### src/rtl/module_acc_drain_pkg.sv
// Shared widths, leaky-ReLU constants, FSM states and the per-element
// requantisation math used by the accumulation-buffer drain.
package module_acc_drain_pkg;

  localparam int ACC_W     = 18;
  localparam int SUM_W     = ACC_W + 1;
  localparam int OUT_W     = 8;
  localparam int LEAKY_MUL = 13;
  localparam int LEAKY_SHR = 7;
  localparam int MUL_W     = SUM_W + 4;
  localparam int RND_W     = SUM_W + 1;

  typedef enum logic [1:0] {
    ST_IDLE,
    ST_RUN,
    ST_FLUSH,
    ST_DONE
  } state_t;

  // Negative inputs are scaled by 13/128 with floor rounding.
  function automatic logic signed [SUM_W-1:0] leaky_relu(input logic signed [SUM_W-1:0] s);
    logic signed [MUL_W-1:0] s_ext;
    logic signed [MUL_W-1:0] mul_k;
    logic signed [MUL_W-1:0] prod;
    logic signed [MUL_W-1:0] scaled;
    s_ext  = MUL_W'(s);
    mul_k  = MUL_W'(LEAKY_MUL);
    prod   = s_ext * mul_k;
    scaled = prod >>> LEAKY_SHR;
    return s[SUM_W-1] ? SUM_W'(scaled) : s;
  endfunction

  // Round-half-up right shift, then clamp to the int8 range.
  function automatic logic signed [OUT_W-1:0] requant(input logic signed [SUM_W-1:0] y,
                                                      input logic [3:0] sh);
    logic signed [RND_W-1:0] y_ext;
    logic signed [RND_W-1:0] rnd;
    logic signed [RND_W-1:0] shifted;
    y_ext   = RND_W'(y);
    rnd     = (sh == 4'd0) ? '0 : (RND_W'(1) << (sh - 4'd1));
    shifted = (y_ext + rnd) >>> sh;
    if (shifted > RND_W'(127)) begin
      return OUT_W'(127);
    end
    if (shifted < RND_W'(-128)) begin
      return OUT_W'(-128);
    end
    return OUT_W'(shifted);
  endfunction

endpackage

### src/rtl/drain_fifo.sv
// First-word-fall-through FIFO with an occupancy count; the head entry is
// visible on pop_data whenever empty is low.
module drain_fifo #(
  parameter int WIDTH = 8,
  parameter int DEPTH = 4,
  localparam int PTR_W = (DEPTH > 1) ? $clog2(DEPTH) : 1,
  localparam int CNT_W = $clog2(DEPTH + 1)
) (
  input  logic             clk,
  input  logic             rst_n,
  input  logic             push,
  input  logic [WIDTH-1:0] push_data,
  input  logic             pop,
  output logic [WIDTH-1:0] pop_data,
  output logic             empty,
  output logic [CNT_W-1:0] occupancy
);

  logic [WIDTH-1:0] mem [DEPTH];
  logic [PTR_W-1:0] wr_ptr;
  logic [PTR_W-1:0] rd_ptr;
  logic [CNT_W-1:0] cnt;
  logic             full;
  logic             do_push;
  logic             do_pop;

  function automatic logic [PTR_W-1:0] ptr_inc(input logic [PTR_W-1:0] p);
    return (p == PTR_W'(DEPTH - 1)) ? '0 : p + 1'b1;
  endfunction

  assign full      = (cnt == CNT_W'(DEPTH));
  assign empty     = (cnt == '0);
  assign do_push   = push && !full;
  assign do_pop    = pop && !empty;
  assign pop_data  = mem[rd_ptr];
  assign occupancy = cnt;

  always_ff @(posedge clk) begin
    if (do_push) begin
      mem[wr_ptr] <= push_data;
    end
  end

  always_ff @(posedge clk) begin
    if (!rst_n) begin
      wr_ptr <= '0;
      rd_ptr <= '0;
      cnt    <= '0;
    end else begin
      if (do_push) begin
        wr_ptr <= ptr_inc(wr_ptr);
      end
      if (do_pop) begin
        rd_ptr <= ptr_inc(rd_ptr);
      end
      case ({do_push, do_pop})
        2'b10:   cnt <= cnt + 1'b1;
        2'b01:   cnt <= cnt - 1'b1;
        default: cnt <= cnt;
      endcase
    end
  end

  // The upstream credit scheme must never let a push reach a full FIFO.
  a_push_when_full: assert property (@(posedge clk) disable iff (!rst_n) !(push && full));

endmodule

### src/rtl/module_acc_drain.sv
// Drains a range of the partial-sum buffer through bias, leaky ReLU and
// int8 requantisation, streaming results out over valid/ready.
module module_acc_drain
  import module_acc_drain_pkg::*;
#(
  parameter int DEPTH      = 114 * 114,
  parameter int ADDR_BIT   = 14,
  parameter int FIFO_DEPTH = 4
) (
  input  logic                    clk,
  input  logic                    rst_n,
  input  logic                    start,
  input  logic [ADDR_BIT-1:0]     base_addr,
  input  logic [ADDR_BIT-1:0]     count,
  input  logic signed [ACC_W-1:0] bias,
  input  logic [3:0]              shift,
  output logic                    busy,
  output logic                    done,
  output logic                    rd_en,
  output logic [ADDR_BIT-1:0]     rd_addr,
  input  logic signed [ACC_W-1:0] rd_data,
  output logic                    out_valid,
  input  logic                    out_ready,
  output logic signed [OUT_W-1:0] out_data
);

  localparam int CNT_W  = $clog2(FIFO_DEPTH + 1);
  localparam int CRED_W = CNT_W + 2;

  state_t                  state;
  state_t                  state_nxt;
  logic [ADDR_BIT-1:0]     addr_q;
  logic [ADDR_BIT-1:0]     remaining_q;
  logic signed [ACC_W-1:0] bias_q;
  logic [3:0]              shift_q;
  logic                    v1_q;
  logic                    v2_q;
  logic                    v3_q;
  logic signed [SUM_W-1:0] s_q;
  logic signed [SUM_W-1:0] y_q;
  logic                    done_q;
  logic [CNT_W-1:0]        fifo_occ;
  logic                    fifo_empty;
  logic                    fifo_pop;
  logic [OUT_W-1:0]        fifo_head;
  logic [CRED_W-1:0]       in_use;
  logic                    credit_ok;

  // A slot popped this cycle is already free, which keeps one read per cycle
  // flowing when the consumer never stalls.
  assign in_use    = CRED_W'(fifo_occ) + CRED_W'(v1_q) + CRED_W'(v2_q) + CRED_W'(v3_q)
                   - CRED_W'(fifo_pop);
  assign credit_ok = (in_use < CRED_W'(FIFO_DEPTH));

  always_ff @(posedge clk) begin
    if (!rst_n) begin
      state <= ST_IDLE;
    end else begin
      state <= state_nxt;
    end
  end

  always_comb begin
    state_nxt = state;
    case (state)
      ST_IDLE:  if (start) state_nxt = (count == '0) ? ST_DONE : ST_RUN;
      ST_RUN:   if (rd_en && (remaining_q == ADDR_BIT'(1))) state_nxt = ST_FLUSH;
      ST_FLUSH: if (!v1_q && !v2_q && !v3_q && fifo_empty) state_nxt = ST_DONE;
      ST_DONE:  state_nxt = ST_IDLE;
      default:  state_nxt = ST_IDLE;
    endcase
  end

  always_comb begin
    busy  = (state != ST_IDLE);
    rd_en = (state == ST_RUN) && credit_ok;
  end

  assign rd_addr   = addr_q;
  assign done      = done_q;
  assign out_valid = !fifo_empty;
  assign fifo_pop  = out_valid && out_ready;
  assign out_data  = fifo_head;

  always_ff @(posedge clk) begin
    if (!rst_n) begin
      addr_q      <= '0;
      remaining_q <= '0;
      bias_q      <= '0;
      shift_q     <= '0;
      v1_q        <= 1'b0;
      v2_q        <= 1'b0;
      v3_q        <= 1'b0;
      s_q         <= '0;
      y_q         <= '0;
      done_q      <= 1'b0;
    end else begin
      done_q <= (state == ST_DONE);
      if ((state == ST_IDLE) && start) begin
        addr_q      <= base_addr;
        remaining_q <= count;
        bias_q      <= bias;
        shift_q     <= shift;
      end else if (rd_en) begin
        addr_q      <= (addr_q == ADDR_BIT'(DEPTH - 1)) ? '0 : addr_q + 1'b1;
        remaining_q <= remaining_q - 1'b1;
      end
      v1_q <= rd_en;
      v2_q <= v1_q;
      v3_q <= v2_q;
      s_q  <= SUM_W'(rd_data) + SUM_W'(bias_q);
      y_q  <= leaky_relu(s_q);
    end
  end

  drain_fifo #(
    .WIDTH (OUT_W),
    .DEPTH (FIFO_DEPTH)
  ) u_fifo (
    .clk       (clk),
    .rst_n     (rst_n),
    .push      (v3_q),
    .push_data (requant(y_q, shift_q)),
    .pop       (fifo_pop),
    .pop_data  (fifo_head),
    .empty     (fifo_empty),
    .occupancy (fifo_occ)
  );

endmodule
### config.mk
export PLATFORM = sky130hd
export DESIGN_NAME = module_acc_drain
export DESIGN_NICKNAME = d
export VERILOG_FILES = /design/src/rtl/module_acc_drain_pkg.sv /design/src/rtl/drain_fifo.sv /design/src/rtl/module_acc_drain.sv
export SDC_FILE = /design/constraint.sdc
export NUM_CORES = 1
export LEC_CHECK = 0
export CORE_ASPECT_RATIO = 1.1
export CORE_MARGIN = 4
export CORE_UTILIZATION = 63
export DETAILED_ROUTE_END_ITERATION = 10
export PLACE_DENSITY_LB_ADDON = 0.1
export SLEW_MARGIN = 20
export SYNTH_ARGS = -nofsm -noshare
export SYNTH_HDL_FRONTEND = slang
export SYNTH_SLANG_ARGS = --single-unit
### constraint.sdc
create_clock -name clk -period 9 [get_ports clk]
set_clock_uncertainty 0.15 [all_clocks]
set_input_delay 1.35 -clock clk [delete_from_list [all_inputs] [get_ports clk]]
set_output_delay 1.35 -clock clk [all_outputs]
set_load 0.01 [all_outputs]
# After elaboration in Yosys (flattened, before gate mapping)
# Memory sizes are Yosys's and may differ from the RTL's. A register that Yosys moved wholly into a read port is not among the register bits.
# Index checks and enable logic that the tools add are counted.
# W data, S select, Z words.
dict set report word_totals {
  register_bits 101
  latchBits 0
  mem_bits_rw 32
  rom_bits 0
  inputBits 72
  output_inout_bits 26
  word_cells 97
  memories 1
}
dict set report op_classes {
  n_addsub 13
  n_mul 1
  div 0
  n_lt_le_gt_ge 3
  n_eq_ne 13
  n_shift 2
  n_mux 26
  n_bitwise 0
  reduce_logical 23
}
# memory words word_bits read_ports rd_clocked_by_memory_dff write_ports line_no
set memory_table {}
lappend memory_table {u_fifo.mem 4 8 1 1 1 drain_fifo.sv:19} ;# logic [WIDTH-1:0] mem [DEPTH];
# op count
set op_table {}
lappend op_table {{$mux W14} 5}
lappend op_table {{$mux W8} 4}
lappend op_table {{$mul A19 B5 Y23 const B} 1}
lappend op_table {{$add A19 B20 Y20} 1}
lappend op_table {{$gt A20 B8 Y1 const B} 1}
lappend op_table {{$lt A20 B8 Y1 const B} 1}
lappend op_table {{$mux W20} 1}
lappend op_table {{$shl A1 B4 Y20 const A} 1}
lappend op_table {{$sshr A20 B4 Y20} 1}
lappend op_table {{$add A18 B18 Y19} 1}
lappend op_table {{$mux W18} 1}
lappend op_table {{$mux W2} 8}
lappend op_table {{$add A14 B1 Y14 const B} 1}
lappend op_table {{$eq A14 B1 Y1 const B} 1}
lappend op_table {{$eq A14 B14 Y1 const B} 1}
lappend op_table {{$logic_not A14 Y1} 1}
lappend op_table {{$sub A14 B1 Y14 const B} 1}
lappend op_table {{$eq A2 B2 Y1 const B} 5}
lappend op_table {{$logic_and A1 B1 Y1} 9}
lappend op_table {{$pmux W2 S4} 1}
lappend op_table {{$ne A2 B2 Y1 const B} 3}
lappend op_table {{$pmux W3 S2} 1}
lappend op_table {{$reduce_bool A2 Y1} 3}
lappend op_table {{$add A4 B1 Y5} 1}
lappend op_table {{17 further kinds} 27}

# Logic depth before layout (Yosys ltp)
dict set report logic_depth {
  depth_word 10
  depth_mapped 20
  depth_no_buf 19
}

# Cells and area by module
# Synthesis repeated with hierarchy kept, for this count alone.
dict set report hier_totals {
  cells_unflattened 1186
  area_unflattened_um2 10253.6
}
# module instances cells_per_inst area_per_inst_um2 seq_area_each_um2
set by_module_without_submodules {}
lappend by_module_without_submodules {module_acc_drain 1 1089 8609.5 1881.8}
lappend by_module_without_submodules {drain_fifo 1 97 1644.1 1141.1}

# Least setup slack after synthesis
# OpenSTA, ideal clock, no wires.
dict set report synth_timing {
  path_type {input to output}
  start {input port out_ready}
  end {output port rd_en}
  arrival_time_ns 3.929
  t_required_ns 7.500
  setup_slack_ns 3.571
  stages 12
  path_buffers 0
  cell_sequence {nand2_1 -> inv_1 -> ha_1 -> fa_1 -> inv_1 -> ha_1 -> and3b_1 -> o21a_1 -> or4b_2 -> a21oi_1 -> o221ai_2 -> inv_1}
}
dict set report synth_via {
  elab_chain_len 4
}
# item line_no
set synth_rtl {}
lappend synth_rtl {{start, declared} module_acc_drain.sv:23} ;# input logic out_ready,
lappend synth_rtl {{$logic_and A1 B1 Y1} module_acc_drain.sv:82} ;# assign fifo_pop = out_valid && out_ready;
lappend synth_rtl {{$sub A5 B1 Y5} module_acc_drain.sv:52} ;# - CRED_W'(fifo_pop);
lappend synth_rtl {{$lt A5 B3 Y1} module_acc_drain.sv:53} ;# assign credit_ok = (in_use < CRED_W'(FIFO_DEPTH));
lappend synth_rtl {{$logic_and A1 B1 Y1} module_acc_drain.sv:76} ;# rd_en = (state == ST_RUN) && credit_ok;
lappend synth_rtl {{end, declared} module_acc_drain.sv:19} ;# output logic rd_en,
# Every way passes these cells.

# Worst setup path in the final report
# Same ends and word-level chain as after synthesis.

==> qor.yml <==
via_count: 8435
ctsResizeCount: 0
ant_nets: 0
wire_per_inst_um: 15.3
hpwl_um: 16500
cts-hold-fix-buffers: 0
worstSkewPairLatency_ns: 0.43
whs_path_depth: 2
die_area_sq_um: 18000
final.min_clock_period_ns: 6.68
layout.nets: 1445
floorplan.initialDensity: 0.640
crit_family: "buffers and inverters"
stdcell_count: 1457
crit_type: "input port to primary output"
cts_max_level: 4
drt_first_pass_iters: 5
diodes: 0
pin_count: 98
wirelength_um: 22200
drt-initial-drc-count: 522
clk_pin_slew_worst_paths_ns: 0.06
synth_edf_count: 32
p_per_area_nw_per_um2: 256
p_leak_uw: 0.00501
io_buffers: 97
clock_path_buffers: 2
grt_pass1_vias: 8336
cp.depth: 14
p_switching_uw: 1220
synth_cells: 1170
seq_area_frac_synth: 0.302
internal-power_uw: 1760
grt_antenna_before_repair: 0
fmax_mhz: 150
area_delta_synth_final_pct: 16.5
maxCapViolCount: 0
report.final.slew_viol_count: 0
drive_gt1_frac: 0.0613
rsz0062_at_grt: "no"
post_drt_via_cell_ratio: 5.79
cpMaxStageDelayCell: "or4b_2"
dieHeight_um: 140
ys_warn_count: 0
dp.cells: 1425
drc: 0
crit_arrival_ns: 5.18
combPwrFrac: 0.491
tightest_slew_ns: 1.02
cts_buffers: 17
crit_path_frequent_cell: "inv_1"
grt_use_total: 0.251
cp_max_fo: 10
coreArea_sq_um: 15600
hp-class: "register to register"
fin_crit_sh: 0.742
cts_tree: "yes"
ys.flop_type: "dfxtp_1"
swShare: 0.409
async_flop_share: 0
grt_max_degree: 88
grt_overflow: 0
end_kind: "primary output"
synthesis.area_sq_um: 10000
clockPowerShare: 0.219
gp_congestion: 0.907
setup_viol: 0
fin_setup_tns_ns: 0
slowest_delay_ns: 0.62
ys_ff_latch: 135
cts_root_buf: "clkbuf_16"
rows: 48
grt_pass1_wl_um: 37500
setup.worst_path.start_class: "input port"
dieWidth_um: 128
cts.sinks: 135
post_cts_buffers: 0
final_hold_viol_count: 0
outcome: "completed"
p_seq_frac: 0.290
relSlewSlack: 0.319
worstPathRequired_ns: 7.50
worstPathCellList: "clkdlybuf4s50_1, nand2_1, inv_1, ha_1, fa_1, inv_1, ha_1, and3b_1, o21a_1, or4b_2, a21oi_1, o221ai_2, inv_1, clkdlybuf4s50_1"
syn_nets: 1371
synth_cell_types: 76
irDropWorstVdd_uv: 152
r2r_cells: 16
crit_buf_inv: 5
syn_area_per_cell_sq_um: 8.55
[final timing paths]
kind,start,to,slack [ns]
max,out_ready,rd_en,2.32
min,bias_q[4],bias_q[4],0.31
max reg2reg,shift_q[2],u_fifo.mem[0][3],3.63
min reg2reg,bias_q[4],bias_q[4],0.31
[through the flow]
| step | util | setup slack [ns] | instance area, sq um | power (uW) | hold slack, ns |
|---|---|---|---|---|---|
| 2_1_floorplan | - | 3.57 | 10000 | 1950 | 0.281 |
| 4_1_cts | 0.746 | 2.35 | 11600 | 2980 | 0.309 |
| 5_1_grt | 0.746 | 2.15 | 11600 | 3220 | 0.323 |
| 3_5_place_dp | 0.710 | 2.38 | 11100 | 2310 | 0.301 |
| 6_report | 0.746 | 2.32 | 11600 | 2980 | 0.308 |
| 3_3_place_gp | 0.710 | 2.49 | 11100 | 2270 | 0.295 |
[layout by cell type, fill, tap and decap left out, types with 32 or more instances in the layout]
cell and instances:
nor2_1 123, inv_1 117, nand2_1 110, ha_1 108, dfxtp_1 103, clkdlybuf4s50_1 97
a21oi_1 78, o21ai_0 48, nor3_1 34, xnor2_1 33, edfxtp_1 32
[cell type report]
cell class              instances  area, sq um
multi-input cells             867         6340
fillers                      1191         3970
flip-flops and latches        135         3020
repair buffers                103         1020
inverters                     120          450
clock buffers                  17          425
well taps                     200          250
clock inverters                15          139
[worst register-to-register path, stage by stage (launching register included)]
cell and delay [ns]:
dfxtp_1 0.30, buf_4 0.31, inv_1 0.41, nand2_1 0.21, nor2_1 0.09, fa_1 0.47
a21o_1 0.22, a41oi_2 0.23, a21oi_2 0.12, or3_1 0.47, mux2i_1 0.23, o221ai_2 0.17
mux2_2 0.34, o32a_1 0.29, o41a_1 0.38, o31a_1 0.38, a21oi_1 0.36
[state kept, by name, summed over array words and instances (netlist names), 3 cells and up, named ones only]
name / count
bias_q: 18
rd_addr: 14
remaining_q: 14
s_q: 19
shift_q: 4
u_fifo.mem: 32
u_fifo.occupancy: 3
y_q: 19
[cell families (layout without fill, tap and decap cells)]
family	after synthesis	count (layout)	synth area share
AND/OR/NAND/NOR	378	378	0.174
other	1	1	0.000375
adder cells (fa/ha/maj)	129	129	0.177
buffers and inverters	168	255	0.0644
XOR/XNOR	58	58	0.0508
AO/OA/AOI/OAI	251	251	0.164
multiplexers	50	50	0.0671
flip-flops	135	135	0.302
[layer usage]
metal / wire length (um) / up-vias / part of all wire / GRT usage
li1: - / 4258 / - / -
met4: 461 / 0 / 0.021 / 0.0888
met3: 1090 / 48 / 0.049 / 0.0484
met2: 11100 / 227 / 0.50 / 0.437
met1: 9580 / 3902 / 0.43 / 0.309
met5: 0 / - / 0 / 0
[cells in the mapped netlist (12+ instances only)]
master    count  share of area
nor2_1      124          0.047
inv_1       117          0.044
nand2_1     111          0.042
ha_1        108           0.14
dfxtp_1     103           0.21
a21oi_1      78          0.039
o21ai_0      48          0.024
nor3_1       34          0.017
clkbuf_1     33          0.012
xnor2_1      33          0.029
edfxtp_1     32          0.096
mux2i_1      28          0.028
xor2_1       25          0.022
fa_1         21          0.042
nand3_1      21          0.011
a21o_1       17          0.013
a211oi_1     16          0.012
and2_1       14         0.0088
and3_1       12         0.0075
[power groups by stage]
stage                     registers (uW)  logic, uW  clock network (uW)
after CTS                            862       1460                 663
after global routing                 880       1650                 690
after detailed placement             871       1440                   0
after floorplan                      842       1110                   0
after global placement               870       1400                   0
final                                864       1460                 652
Note: power is estimated with default switching activity, not from simulation.
